===== config.mk =====
export PLATFORM = sky130hd
export DESIGN_NAME = pc_sequencer_flat
export DESIGN_NICKNAME = d
export VERILOG_FILES = /design/src/rtl/pc_sequencer_if.sv /design/src/rtl/pc_sequencer.sv /design/src/flat_wrapper.sv
export SDC_FILE = /design/constraint.sdc
export NUM_CORES = 1
export LEC_CHECK = 0
export CAP_MARGIN = 20
export CORE_UTILIZATION = 25
export DETAILED_ROUTE_END_ITERATION = 8
export GPL_TIMING_DRIVEN = 0
export PLACE_DENSITY = 0.48
export SYNTH_ARGS = -nofsm -noshare
export SYNTH_HDL_FRONTEND = slang
export SYNTH_SLANG_ARGS = --single-unit

===== constraint.sdc =====
create_clock -name clk -period 2.4 [get_ports clk]
set_input_delay 0.36 -clock clk [delete_from_list [all_inputs] [get_ports clk]]
set_output_delay 0.36 -clock clk [all_outputs]
set_load 0.1 [all_outputs]

===== src/rtl/pc_sequencer_if.sv =====
// Bus between the fetch-stage sequencer and the pipeline control it drives.
// The master side feeds PC and hazard status in; the slave side is the sequencer.
interface pc_sequencer_if;
  logic [31:0] PCCur;
  logic        BranchTaken;
  logic [31:0] BranchTarget;
  logic        LoadUseHazard;
  logic        MemBusy;
  logic        Halt;
  logic [31:0] PCNext;
  logic        PCStall;
  logic        IFIDStall;
  logic        IFIDFlush;
  logic [7:0]  StallCycles;
  logic        StallTimeout;
  logic        Halted;

  modport master (
    output PCCur, BranchTaken, BranchTarget, LoadUseHazard, MemBusy, Halt,
    input  PCNext, PCStall, IFIDStall, IFIDFlush, StallCycles, StallTimeout, Halted
  );

  modport slave (
    input  PCCur, BranchTaken, BranchTarget, LoadUseHazard, MemBusy, Halt,
    output PCNext, PCStall, IFIDStall, IFIDFlush, StallCycles, StallTimeout, Halted
  );
endinterface


===== src/rtl/pc_sequencer.sv =====
// Next-PC sequencer: chooses the fetch address and drives the PC/IF-ID stall and flush
// controls from branch, halt and hazard events, with a consecutive-stall watchdog.
module pc_sequencer #(
  parameter logic [31:0] RESET_VECTOR = 32'h0000_0000,
  parameter int unsigned FLUSH_EXTRA  = 1,
  parameter int unsigned STALL_LIMIT  = 64
) (
  input logic          clk,
  input logic          Reset,
  pc_sequencer_if.slave bus
);

  localparam logic [1:0] FLUSH_LOAD = 2'(FLUSH_EXTRA);
  localparam logic [7:0] LIMIT      = 8'(STALL_LIMIT);

  typedef enum logic [2:0] {BOOT, RUN, STALL, REDIRECT, HALTED} state_t;

  state_t      state, state_next;
  logic [1:0]  redir_cnt, redir_cnt_next;
  logic [31:0] pc_hold, pc_plus4, target_aligned, reset_aligned;
  logic [31:0] pc_next;
  logic        pc_stall, ifid_stall, ifid_flush;
  logic [7:0]  stall_cycles, stall_cycles_next;
  logic        stall_timeout, halted;
  logic        hazard;

  // Every fetch address is word aligned, so the low two bits are forced to zero everywhere.
  assign pc_hold        = {bus.PCCur[31:2], 2'b00};
  assign pc_plus4       = {bus.PCCur[31:2] + 30'd1, 2'b00};
  assign target_aligned = {bus.BranchTarget[31:2], 2'b00};
  assign reset_aligned  = {RESET_VECTOR[31:2], 2'b00};
  assign hazard         = bus.MemBusy | bus.LoadUseHazard;

  always_ff @(posedge clk) begin
    if (Reset) begin
      state     <= BOOT;
      redir_cnt <= 2'd0;
    end else begin
      state     <= state_next;
      redir_cnt <= redir_cnt_next;
    end
  end

  always_comb begin
    state_next     = state;
    redir_cnt_next = redir_cnt;
    case (state)
      BOOT: state_next = RUN;
      RUN, STALL: begin
        if (bus.BranchTaken) begin
          redir_cnt_next = FLUSH_LOAD;
          state_next     = (FLUSH_LOAD == 2'd0) ? RUN : REDIRECT;
        end else if (bus.Halt) begin
          state_next = HALTED;
        end else if (hazard) begin
          state_next = STALL;
        end else begin
          state_next = RUN;
        end
      end
      REDIRECT: begin
        // The squash window only counts down on cycles that actually fetch.
        if (!bus.MemBusy) begin
          if (redir_cnt != 2'd0) redir_cnt_next = redir_cnt - 2'd1;
          if (redir_cnt <= 2'd1) state_next = RUN;
        end
      end
      HALTED:  state_next = HALTED;
      default: state_next = BOOT;
    endcase
  end

  always_comb begin
    pc_next    = pc_hold;
    pc_stall   = 1'b0;
    ifid_stall = 1'b0;
    ifid_flush = 1'b0;
    if (Reset) begin
      pc_next    = reset_aligned;
      ifid_flush = 1'b1;
    end else begin
      case (state)
        BOOT: begin
          pc_next    = reset_aligned;
          ifid_flush = 1'b1;
        end
        RUN, STALL: begin
          if (bus.BranchTaken) begin
            pc_next    = target_aligned;
            ifid_flush = 1'b1;
          end else if (bus.Halt) begin
            pc_stall   = 1'b1;
            ifid_flush = 1'b1;
          end else if (hazard) begin
            pc_stall   = 1'b1;
            ifid_stall = 1'b1;
          end else begin
            pc_next = pc_plus4;
          end
        end
        REDIRECT: begin
          ifid_flush = 1'b1;
          if (bus.MemBusy) pc_stall = 1'b1;
          else             pc_next  = pc_plus4;
        end
        HALTED: begin
          pc_stall   = 1'b1;
          ifid_flush = 1'b1;
        end
        default: begin
          pc_next    = reset_aligned;
          ifid_flush = 1'b1;
        end
      endcase
    end
  end

  // Halted cycles neither count nor clear the stall run; the watchdog flag is sticky.
  always_comb begin
    stall_cycles_next = stall_cycles;
    if (!pc_stall)
      stall_cycles_next = 8'd0;
    else if (state != HALTED && stall_cycles != 8'hFF)
      stall_cycles_next = stall_cycles + 8'd1;
  end

  always_ff @(posedge clk) begin
    if (Reset) begin
      stall_cycles  <= 8'd0;
      stall_timeout <= 1'b0;
      halted        <= 1'b0;
    end else begin
      stall_cycles <= stall_cycles_next;
      if (stall_cycles_next == LIMIT) stall_timeout <= 1'b1;
      halted <= (state_next == HALTED);
    end
  end

  assign bus.PCNext       = pc_next;
  assign bus.PCStall      = pc_stall;
  assign bus.IFIDStall    = ifid_stall;
  assign bus.IFIDFlush    = ifid_flush;
  assign bus.StallCycles  = stall_cycles;
  assign bus.StallTimeout = stall_timeout;
  assign bus.Halted       = halted;

endmodule


===== src/flat_wrapper.sv =====
// flat-port wrapper written by rule: the top's interface ports become plain ports
module pc_sequencer_flat 
#(
  parameter logic [31:0] RESET_VECTOR = 32'h0000_0000,
  parameter int unsigned FLUSH_EXTRA  = 1,
  parameter int unsigned STALL_LIMIT  = 64
)
  (clk, Reset, bus_PCCur, bus_BranchTaken, bus_BranchTarget, bus_LoadUseHazard, bus_MemBusy, bus_Halt, bus_PCNext, bus_PCStall, bus_IFIDStall, bus_IFIDFlush, bus_StallCycles, bus_StallTimeout, bus_Halted);
  pc_sequencer_if bus_i ();
  input logic clk;
  input logic Reset;
  input wire logic [$bits(bus_i.PCCur)-1:0] bus_PCCur;
  input wire logic [$bits(bus_i.BranchTaken)-1:0] bus_BranchTaken;
  input wire logic [$bits(bus_i.BranchTarget)-1:0] bus_BranchTarget;
  input wire logic [$bits(bus_i.LoadUseHazard)-1:0] bus_LoadUseHazard;
  input wire logic [$bits(bus_i.MemBusy)-1:0] bus_MemBusy;
  input wire logic [$bits(bus_i.Halt)-1:0] bus_Halt;
  output wire logic [$bits(bus_i.PCNext)-1:0] bus_PCNext;
  output wire logic [$bits(bus_i.PCStall)-1:0] bus_PCStall;
  output wire logic [$bits(bus_i.IFIDStall)-1:0] bus_IFIDStall;
  output wire logic [$bits(bus_i.IFIDFlush)-1:0] bus_IFIDFlush;
  output wire logic [$bits(bus_i.StallCycles)-1:0] bus_StallCycles;
  output wire logic [$bits(bus_i.StallTimeout)-1:0] bus_StallTimeout;
  output wire logic [$bits(bus_i.Halted)-1:0] bus_Halted;
  assign bus_i.PCCur = bus_PCCur;
  assign bus_i.BranchTaken = bus_BranchTaken;
  assign bus_i.BranchTarget = bus_BranchTarget;
  assign bus_i.LoadUseHazard = bus_LoadUseHazard;
  assign bus_i.MemBusy = bus_MemBusy;
  assign bus_i.Halt = bus_Halt;
  assign bus_PCNext = bus_i.PCNext;
  assign bus_PCStall = bus_i.PCStall;
  assign bus_IFIDStall = bus_i.IFIDStall;
  assign bus_IFIDFlush = bus_i.IFIDFlush;
  assign bus_StallCycles = bus_i.StallCycles;
  assign bus_StallTimeout = bus_i.StallTimeout;
  assign bus_Halted = bus_i.Halted;
  pc_sequencer #(.RESET_VECTOR(RESET_VECTOR), .FLUSH_EXTRA(FLUSH_EXTRA), .STALL_LIMIT(STALL_LIMIT)) u_core (.clk(clk), .Reset(Reset), .bus(bus_i));
endmodule

==> metrics.log, run 1 <==
INFO  metric detail_route.drc_violations = 0
INFO  metric antenna_found_initial = 0
INFO  metric drive_gt1_frac = 0.467
INFO  metric grt_use_total = 0.260
INFO  metric dpl.hpwl = 11300 um
INFO  metric globalRoute.totalOverflow = 0
INFO  metric worst_ir_drop_on_vdd = 445 uV
INFO  metric power_density = 394 mW/mm2
INFO  metric asyncSetResetFlopFracSynth = 0
INFO  metric cts_max_path_buffers = 2
INFO  metric dpl-instance-area = 0.00468 mm2
INFO  metric layout.cells.non_filler = 803
INFO  metric yosysWarningCount = 0
INFO  metric clock_sinks = 15
INFO  metric ant_nets = 0
INFO  metric first_pass_grt_wire_length = 25000 um
INFO  metric hold_violations = 0
INFO  metric htreeDepth = 1
INFO  metric drt_iter0_markers = 360
INFO  metric cts_tree = done
INFO  metric routed_wl = 17200 um
INFO  metric placementRows = 39
INFO  metric design.portCount = 115
INFO  metric max_slew.worst_pin.slew = 0.963 ns
INFO  metric reg2reg_to = u_core.bus.StallTimeout
INFO  metric post_synth_main_area_contributors = sky130_fd_sc_hd__dfxtp_1, sky130_fd_sc_hd__nand2_1, sky130_fd_sc_hd__o21ai_0, sky130_fd_sc_hd__a21oi_1, sky130_fd_sc_hd__nor2_1
INFO  metric timing.critical_path.cells = or3b_1 > buf_6 > clkbuf_16 > nand2_8 > nand2_8 > clkbuf_16 > a31oi_4 > buf_12
INFO  metric synth_seq_area_share = 0.102
INFO  metric stdcell_area = 0.00655 mm2
INFO  metric yosysTopAreaCell = sky130_fd_sc_hd__dfxtp_1
INFO  metric relSlewSlack = 0.356
INFO  metric rsz0062_at_grt = yes
INFO  metric drv_slew = 0
INFO  metric grt_pass1_vias = 4465
INFO  metric netlist_area_pre_place = 0.00295 mm2
INFO  metric drt-pass1-iter-count = 5
INFO  metric die_area = 0.0122 mm2
INFO  metric die-width = 111 um
INFO  metric netlist.area_leader.share = 0.102
INFO  metric setup.worst_path.end_class = output pin
INFO  metric largest_net_degree_at_the_start_of_global_routing = 11
INFO  metric cts_inserted_buffers = 3
INFO  metric p_leak = 2.48 nW
INFO  metric floorplan.core_area = 0.0115 mm2
INFO  metric diodes = 0
INFO  metric fp.dieH = 111 um
INFO  metric fmaxAchievable = 400 MHz
INFO  metric synth-edff-count = 0
INFO  metric clock_network_latency_to_the_later_pin_of_the_worst_skew_pair = 0.24 ns
INFO  metric number_of_distinct_library_cells_after_synthesis = 68
INFO  metric rrSetupSlack = 0.34 ns
INFO  metric placed_cells = 708
INFO  metric critPathLaunchType = flop
INFO  metric hold_path.startpoint = u_core.bus.StallTimeout
INFO  metric gpl.final_weighted_congestion = 0.869
INFO  metric ys_dominant_reg_cell = sky130_fd_sc_hd__dfxtp_1
INFO  metric worst_setup_timing_slack_at_the_placement_stage = -2.26 ns
INFO  metric synth_cells = 467
INFO  metric wl_per_cell = 21.4 um
INFO  metric finalWorstPathRequiredPeriod = 2.50 ns
INFO  metric timing.rr.start = u_core.state[1]
INFO  metric sum_neg_setup_slack = -0.768 ns
INFO  metric ff_to_ff_path_depth = 7
INFO  metric period_share = 1.04
INFO  metric port_buffers = 97
INFO  metric cp_slowest_stage_delay = 0.39 ns
INFO  metric holdPathEnd = u_core.bus.StallTimeout
INFO  metric cp_max_fo = 6
INFO  metric cpMaxStageDelayCell = sky130_fd_sc_hd__or3b_1
INFO  metric fin_skew = 0.00459 ns
INFO  metric fillerInstances = 1033
INFO  metric initial_utilization = 0.257
INFO  metric worst-endpoint-required = 2.04 ns
INFO  metric hold_class = flop to flop
INFO  metric via_count = 4710
INFO  metric fin_worst_hold_slack = 0.457 ns
INFO  metric syn2layout_area_growth = 122%
INFO  metric cp.arrival = 2.14 ns
INFO  metric maxCapViolations = 0
INFO  metric syn_avg_cell_area = 6.31 um2
INFO  metric clk_pin_slew_worst_paths = 0.05 ns
INFO  metric finish.net_count = 735
INFO  metric clockRootBuffer = sky130_fd_sc_hd__clkbuf_16
INFO  metric worst_hold_path.num_cells = 2
INFO  metric critical_path_class = flop to output pin
INFO  metric finish_stage_setup_viols = 21
INFO  metric failed_checks = setup timing
INFO  metric via_per_inst = 5.87
INFO  metric timing.final.ws_setup = -0.101 ns
INFO  metric synth-seq-cells = 15
INFO  metric status = complete, but fails checks
-- Yosys cell counts (9+ instances only) --
cell type and n:
sky130_fd_sc_hd__xnor2_1 19, sky130_fd_sc_hd__nand3_1 26, sky130_fd_sc_hd__nor3_1 18, sky130_fd_sc_hd__nand2_1 62
sky130_fd_sc_hd__a31oi_1 9, sky130_fd_sc_hd__a21oi_1 38, sky130_fd_sc_hd__nand4_1 11, sky130_fd_sc_hd__buf_2 9
sky130_fd_sc_hd__nor4_1 10, sky130_fd_sc_hd__dfxtp_1 15, sky130_fd_sc_hd__o21ai_0 44, sky130_fd_sc_hd__nor2_1 48
sky130_fd_sc_hd__xor2_1 9, sky130_fd_sc_hd__clkbuf_1 21
-- stage by stage --
step / utilization / power, mW
floorplan: - / 1.34
global placement: 0.408 / 1.75
detailed placement: 0.408 / 1.75
CTS: 0.516 / 2.42
global route: 0.571 / 2.66
finish: 0.571 / 2.58
-- power breakdown --
part	leakage (nW)	switching (mW)	internal (mW)
combinational	2.31	1.19	0.782
clock	0.0409	0.102	0.222
sequential	0.126	0.0209	0.263
-- sequential cells by signal, indices dropped and copies added (netlist names) --
name                     cells
u_core.bus.Halted            1
u_core.state                 3
u_core.bus.StallTimeout      1
u_core.redir_cnt             2
u_core.bus.StallCycles       8
-- critical path, delay by kind of cell, from the launching register on --
kind / cells / cell delay [ns]
flops: 1 / 0.38
compound gates: 1 / 0.21
simple gates: 3 / 0.58
buf+inv: 4 / 0.72
-- layout by cell type, fill, tap and decap left out, types with 4 or more instances in the layout --
master / Yosys / layout
sky130_fd_sc_hd__buf_12: 0 / 43
sky130_fd_sc_hd__dfxtp_2: 0 / 5
sky130_fd_sc_hd__clkdlybuf4s50_1: 0 / 41
sky130_fd_sc_hd__nand3_1: 26 / 22
sky130_fd_sc_hd__nor3_1: 18 / 8
sky130_fd_sc_hd__mux2i_1: 8 / 8
sky130_fd_sc_hd__buf_2: 9 / 4
sky130_fd_sc_hd__buf_6: 0 / 17
sky130_fd_sc_hd__nand2_1: 62 / 55
sky130_fd_sc_hd__buf_4: 3 / 80
sky130_fd_sc_hd__clkbuf_16: 0 / 9
sky130_fd_sc_hd__a31oi_1: 9 / 5
sky130_fd_sc_hd__a21oi_4: 1 / 8
sky130_fd_sc_hd__nor4_4: 1 / 7
sky130_fd_sc_hd__a21oi_1: 38 / 20
sky130_fd_sc_hd__a21oi_2: 1 / 12
sky130_fd_sc_hd__nor2_4: 0 / 9
sky130_fd_sc_hd__o32ai_4: 0 / 4
sky130_fd_sc_hd__nand2_4: 1 / 4
sky130_fd_sc_hd__inv_1: 8 / 6
sky130_fd_sc_hd__o21ai_1: 1 / 11
sky130_fd_sc_hd__clkbuf_4: 0 / 7
sky130_fd_sc_hd__xnor2_1: 19 / 18
sky130_fd_sc_hd__a21o_1: 8 / 6
sky130_fd_sc_hd__nor3_4: 0 / 6
sky130_fd_sc_hd__dlygate4sd2_1: 0 / 4
sky130_fd_sc_hd__nor3_2: 0 / 4
sky130_fd_sc_hd__and3_1: 8 / 6
sky130_fd_sc_hd__and4_4: 0 / 5
sky130_fd_sc_hd__o21ai_0: 44 / 31
sky130_fd_sc_hd__xor2_1: 9 / 9
sky130_fd_sc_hd__dfxtp_1: 15 / 7
sky130_fd_sc_hd__clkbuf_2: 1 / 6
sky130_fd_sc_hd__o22ai_4: 0 / 7
sky130_fd_sc_hd__nand4_1: 11 / 11
sky130_fd_sc_hd__buf_8: 0 / 12
sky130_fd_sc_hd__nor2_1: 48 / 38
-- how the worst max path moves through the flow --
stage / startpoint / cells after the start / end
2_1_floorplan: bus_MemBusy / 6 / bus_PCNext[25]
3_3_place_gp: bus_Halt / 8 / bus_PCNext[27]
3_5_place_dp: bus_Halt / 8 / bus_PCNext[27]
4_1_cts: bus_LoadUseHazard / 8 / bus_PCNext[25]
5_1_grt: bus_PCCur[6] / 10 / bus_PCNext[15]
6_report: u_core.state[0] / 8 / bus_PCNext[27]
-- layout make-up --
cell class,count,area [um2],area share
clock inverters,1,5.00,0.000764
clock buffers,3,75.1,0.0115
multi-input cells,409,3380,0.516
repair buffers,189,2140,0.327
flip-flops and latches,15,318,0.0485
inverters,8,33.8,0.00516
plain buffers,35,422,0.0643
well taps,143,179,0.0273
-- per-layer routing --
layer	track usage	wire length [um]
met1	0.333	7290
met3	0.0346	1100
met5	0	0
met2	0.455	8290
met4	0.0684	527
-- cells by family (layout without fill, tap and decap cells) --
| logic type | Yosys count | count (layout) | synth area share |
|---|---|---|---|
| other | 1 | 2 | 0.00127 |
| and+or+nand+nor | 215 | 216 | 0.371 |
| adders and majority gates | 4 | 4 | 0.0170 |
| buffers and inverters | 45 | 236 | 0.0654 |
| DFF | 15 | 15 | 0.102 |
| xor gates and xnor gates | 28 | 28 | 0.0832 |
| muxes | 9 | 9 | 0.0310 |
| AOI/OAI and AO/OA | 150 | 150 | 0.329 |
-- timing repair --
action	in CTS	in global routing
endpoints found under the setup margin	36	31
resized for setup	494	96
buffers inserted	57	33
pin swaps	44	40
hold buffers	0	0
cloned	2	2
Power figures use the tool's default switching activity.
==> run 2: changes to the inputs <==
ABC_CLOCK_PERIOD_IN_PS = 2400   (was not set)
PLACE_DENSITY = 0.61   (was 0.48)
==> run 2 against run 1 <==
  * The flow still finishes with violations (setup timing)
  * Critical path depth increased by 1
  * Utilization decreased by 2.0 points
  * Die area unchanged
  * Global-route usage decreased by 1.1 points
  * Power decreased by 2.1%
  * Clock-buffer cell count unchanged
==> metrics.log, run 2 (synthesized netlist as in run 1, its figures left out) <==
INFO  metric globalRoute.totalOverflow = 0 (unchanged)
INFO  metric max_slew.worst_pin.slew = 0.964 ns (was 0.963 ns)
INFO  metric detail_route.drc_violations = 0 (unchanged)
INFO  metric grt_most_used_layer = met2 (unchanged)
INFO  metric power_density = 399 mW/mm2 (was 394 mW/mm2)
INFO  metric cp.arrival = 2.18 ns (was 2.14 ns)
INFO  metric finish_stage_setup_viols = 23 (was 21)
INFO  metric fillerInstances = 994 (was 1033)
INFO  metric layout.cells.non_filler = 776 (was 803)
INFO  metric diodes = 0 (unchanged)
INFO  metric dpl-instance-area = 0.00468 mm2 (about the same)
INFO  metric clockRootBuffer = sky130_fd_sc_hd__clkbuf_16 (unchanged)
INFO  metric worst_ir_drop_on_vdd = 332 uV (was 445 uV)
INFO  metric antenna_found_initial = 0 (unchanged)
INFO  metric placed_cells = 709 (was 708)
INFO  metric failed_checks = setup timing (unchanged)
INFO  metric groute.layer.met1.usage = 0.313 (was 0.333)
INFO  metric fin_worst_hold_slack = 0.455 ns (was 0.457 ns)
INFO  metric rsz0062_at_grt = yes (unchanged)
INFO  metric largest_register_ff_count = 8 (unchanged)
INFO  metric initial_utilization = 0.257 (unchanged)
INFO  metric stdcell_area = 0.00633 mm2 (was 0.00655 mm2)
INFO  metric routed_wl = 16300 um (was 17200 um)
INFO  metric finalPower = 2.53 mW (was 2.58 mW)
INFO  metric fin_skew = 0.00309 ns (was 0.00459 ns)
INFO  metric critical_path_class = input port to output pin (was flop to output pin)
INFO  metric die_area = 0.0122 mm2 (unchanged)
INFO  metric status = complete, but fails checks (unchanged)
INFO  metric floorplan.core_area = 0.0115 mm2 (unchanged)
INFO  metric area.sequential = 318 um2 (unchanged)
INFO  metric setup.worst_path.end_class = output pin (unchanged)
INFO  metric finalWorstPathRequiredPeriod = 2.54 ns (was 2.50 ns)
INFO  metric clock_network_latency_to_the_later_pin_of_the_worst_skew_pair = 0.25 ns (was 0.24 ns)
INFO  metric cp_max_fo = 8 (was 6)
INFO  metric drt_iter0_markers = 470 (was 360)
INFO  metric timing.final.ws_setup = -0.140 ns (was -0.101 ns)
INFO  metric ff_to_ff_path_depth = 7 (unchanged)
INFO  metric global_route.usage.met2 = 0.409 (was 0.455)
INFO  metric ant_nets = 0 (unchanged)
INFO  metric wl_per_cell = 21.0 um (was 21.4 um)
INFO  metric largest_net_degree_at_the_start_of_global_routing = 11 (unchanged)
INFO  metric hold_violations = 0 (unchanged)
INFO  metric global_route.usage.met3 = 0.0368 (was 0.0346)
INFO  metric maxCapViolations = 0 (unchanged)
INFO  metric cts_inserted_buffers = 3 (unchanged)
INFO  metric drt-pass1-iter-count = 5 (unchanged)
INFO  metric worst_hold_path.num_cells = 3 (was 2)
INFO  metric via_count = 4628 (was 4710)
INFO  metric fp.dieH = 111 um (unchanged)
INFO  metric via_per_inst = 5.96 (was 5.87)
INFO  metric grt_use_total = 0.249 (was 0.260)
INFO  metric p_leak = 2.34 nW (was 2.48 nW)
INFO  metric gpl.final_weighted_congestion = 0.985 (was 0.869)
INFO  metric htreeDepth = 1 (unchanged)
INFO  metric placementRows = 39 (unchanged)
INFO  metric die-width = 111 um (unchanged)
INFO  metric dpl.hpwl = 10800 um (was 11300 um)
INFO  metric fmaxAchievable = 394 MHz (was 400 MHz)
INFO  metric design.portCount = 115 (unchanged)
INFO  metric drive_gt1_frac = 0.466 (was 0.467)
INFO  metric syn2layout_area_growth = 115% (was 122%)
INFO  metric clk_pin_slew_worst_paths = 0.05 ns (about the same)
INFO  metric layout_common_cells = sky130_fd_sc_hd__buf_4, sky130_fd_sc_hd__nand2_1, sky130_fd_sc_hd__clkdlybuf4s50_1 (was sky130_fd_sc_hd__buf_4, sky130_fd_sc_hd__nand2_1, sky130_fd_sc_hd__buf_12)
INFO  metric hold_class = input port to flop (was flop to flop)
INFO  metric cts_tree = done (unchanged)
INFO  metric worst-endpoint-required = 2.04 ns (about the same)
INFO  metric drv_slew = 0 (unchanged)
INFO  metric first_pass_grt_wire_length = 24200 um (was 25000 um)
INFO  metric clock_sinks = 15 (unchanged)
INFO  metric sum_neg_setup_slack = -1.17 ns (was -0.768 ns)
INFO  metric mostFrequentLayoutCell = sky130_fd_sc_hd__buf_4 (unchanged)
INFO  metric multi_input_area = 0.00345 mm2 (was 0.00338 mm2)
INFO  metric finish.net_count = 708 (was 735)
INFO  metric port_buffers = 97 (unchanged)
INFO  metric cts_max_path_buffers = 2 (unchanged)
INFO  metric grt_pass1_vias = 4468 (was 4465)
INFO  metric critPathLaunchType = input port (was flop)
INFO  metric relSlewSlack = 0.355 (was 0.356)
INFO  metric period_share = 1.06 (was 1.04)
-- run 2: changes by cell type in the layout (fill, tap and decap cells not counted), moves of 3 or more --
cell	change
sky130_fd_sc_hd__a21oi_2	-3
sky130_fd_sc_hd__buf_12	-3
sky130_fd_sc_hd__o21ai_2	+5
sky130_fd_sc_hd__buf_2	+3
sky130_fd_sc_hd__o21ai_1	-5
sky130_fd_sc_hd__buf_6	-4
sky130_fd_sc_hd__buf_4	-16
sky130_fd_sc_hd__clkbuf_8	+3
sky130_fd_sc_hd__buf_8	-5
sky130_fd_sc_hd__a21oi_1	+3
-- run 2: what timing repair did --
action,in CTS,in global routing
hold buffers,0,0
resized for setup,488,103
cloned,4,1
endpoints found under the setup margin,34,32
pin swaps,49,43
buffers inserted,44,17
-- run 2: per-layer routing --
layer  share of wire  up-vias
met4           0.053        0
met5               0        -
met3           0.088       65
li1                -     2076
met1            0.39     2190
met2            0.47      297
-- run 2: through the flow --
| stage | setup WS (ns) | util |
|---|---|---|
| 6_report | -0.140 | 0.552 |
| 5_1_grt | -0.191 | 0.552 |
| 4_1_cts | -0.166 | 0.508 |
| 3_5_place_dp | -2.25 | 0.409 |
| 3_3_place_gp | -2.15 | 0.408 |
| 2_1_floorplan | -0.235 | - |
-- run 2: path summary, 6_finish.rpt --
path	endpoint	from	slack (ns)
worst max-delay path	bus_PCNext[24]	bus_MemBusy	-0.14
worst min-delay path	u_core.state[2]	bus_Halt	0.46
worst max register to register	u_core.bus.StallTimeout	u_core.state[0]	0.37
worst min register to register	u_core.bus.StallTimeout	u_core.bus.StallTimeout	0.46
-- run 2: power by group --
group	total, mW	switching [mW]	internal, mW	leakage (nW)
combinational	1.91	1.18	0.737	2.17
sequential	0.285	0.0220	0.263	0.126
clock	0.329	0.106	0.223	0.0409
total	2.53	1.30	1.22	2.34
-- run 2: layout make-up --
| type | instances | area share |
|---|---|---|
| Buffer | 34 | 0.0621 |
| Tap cell | 143 | 0.0283 |
| Inverter | 8 | 0.00534 |
| Clock inverter | 1 | 0.000791 |
| Multi-Input combinational cell | 409 | 0.546 |
| Clock buffer | 3 | 0.0119 |
| Sequential cell | 15 | 0.0502 |
| Timing Repair Buffer | 163 | 0.295 |
-- run 2: worst max-delay path, stage by stage --
cell                      delay, ns
sky130_fd_sc_hd__buf_12        0.11
sky130_fd_sc_hd__buf_12        0.13
sky130_fd_sc_hd__nor2_2        0.49
sky130_fd_sc_hd__nand3_1       0.18
sky130_fd_sc_hd__nor3_2        0.15
sky130_fd_sc_hd__xnor2_1       0.08
sky130_fd_sc_hd__a21o_1        0.22
sky130_fd_sc_hd__a41oi_4       0.25
sky130_fd_sc_hd__buf_12        0.20
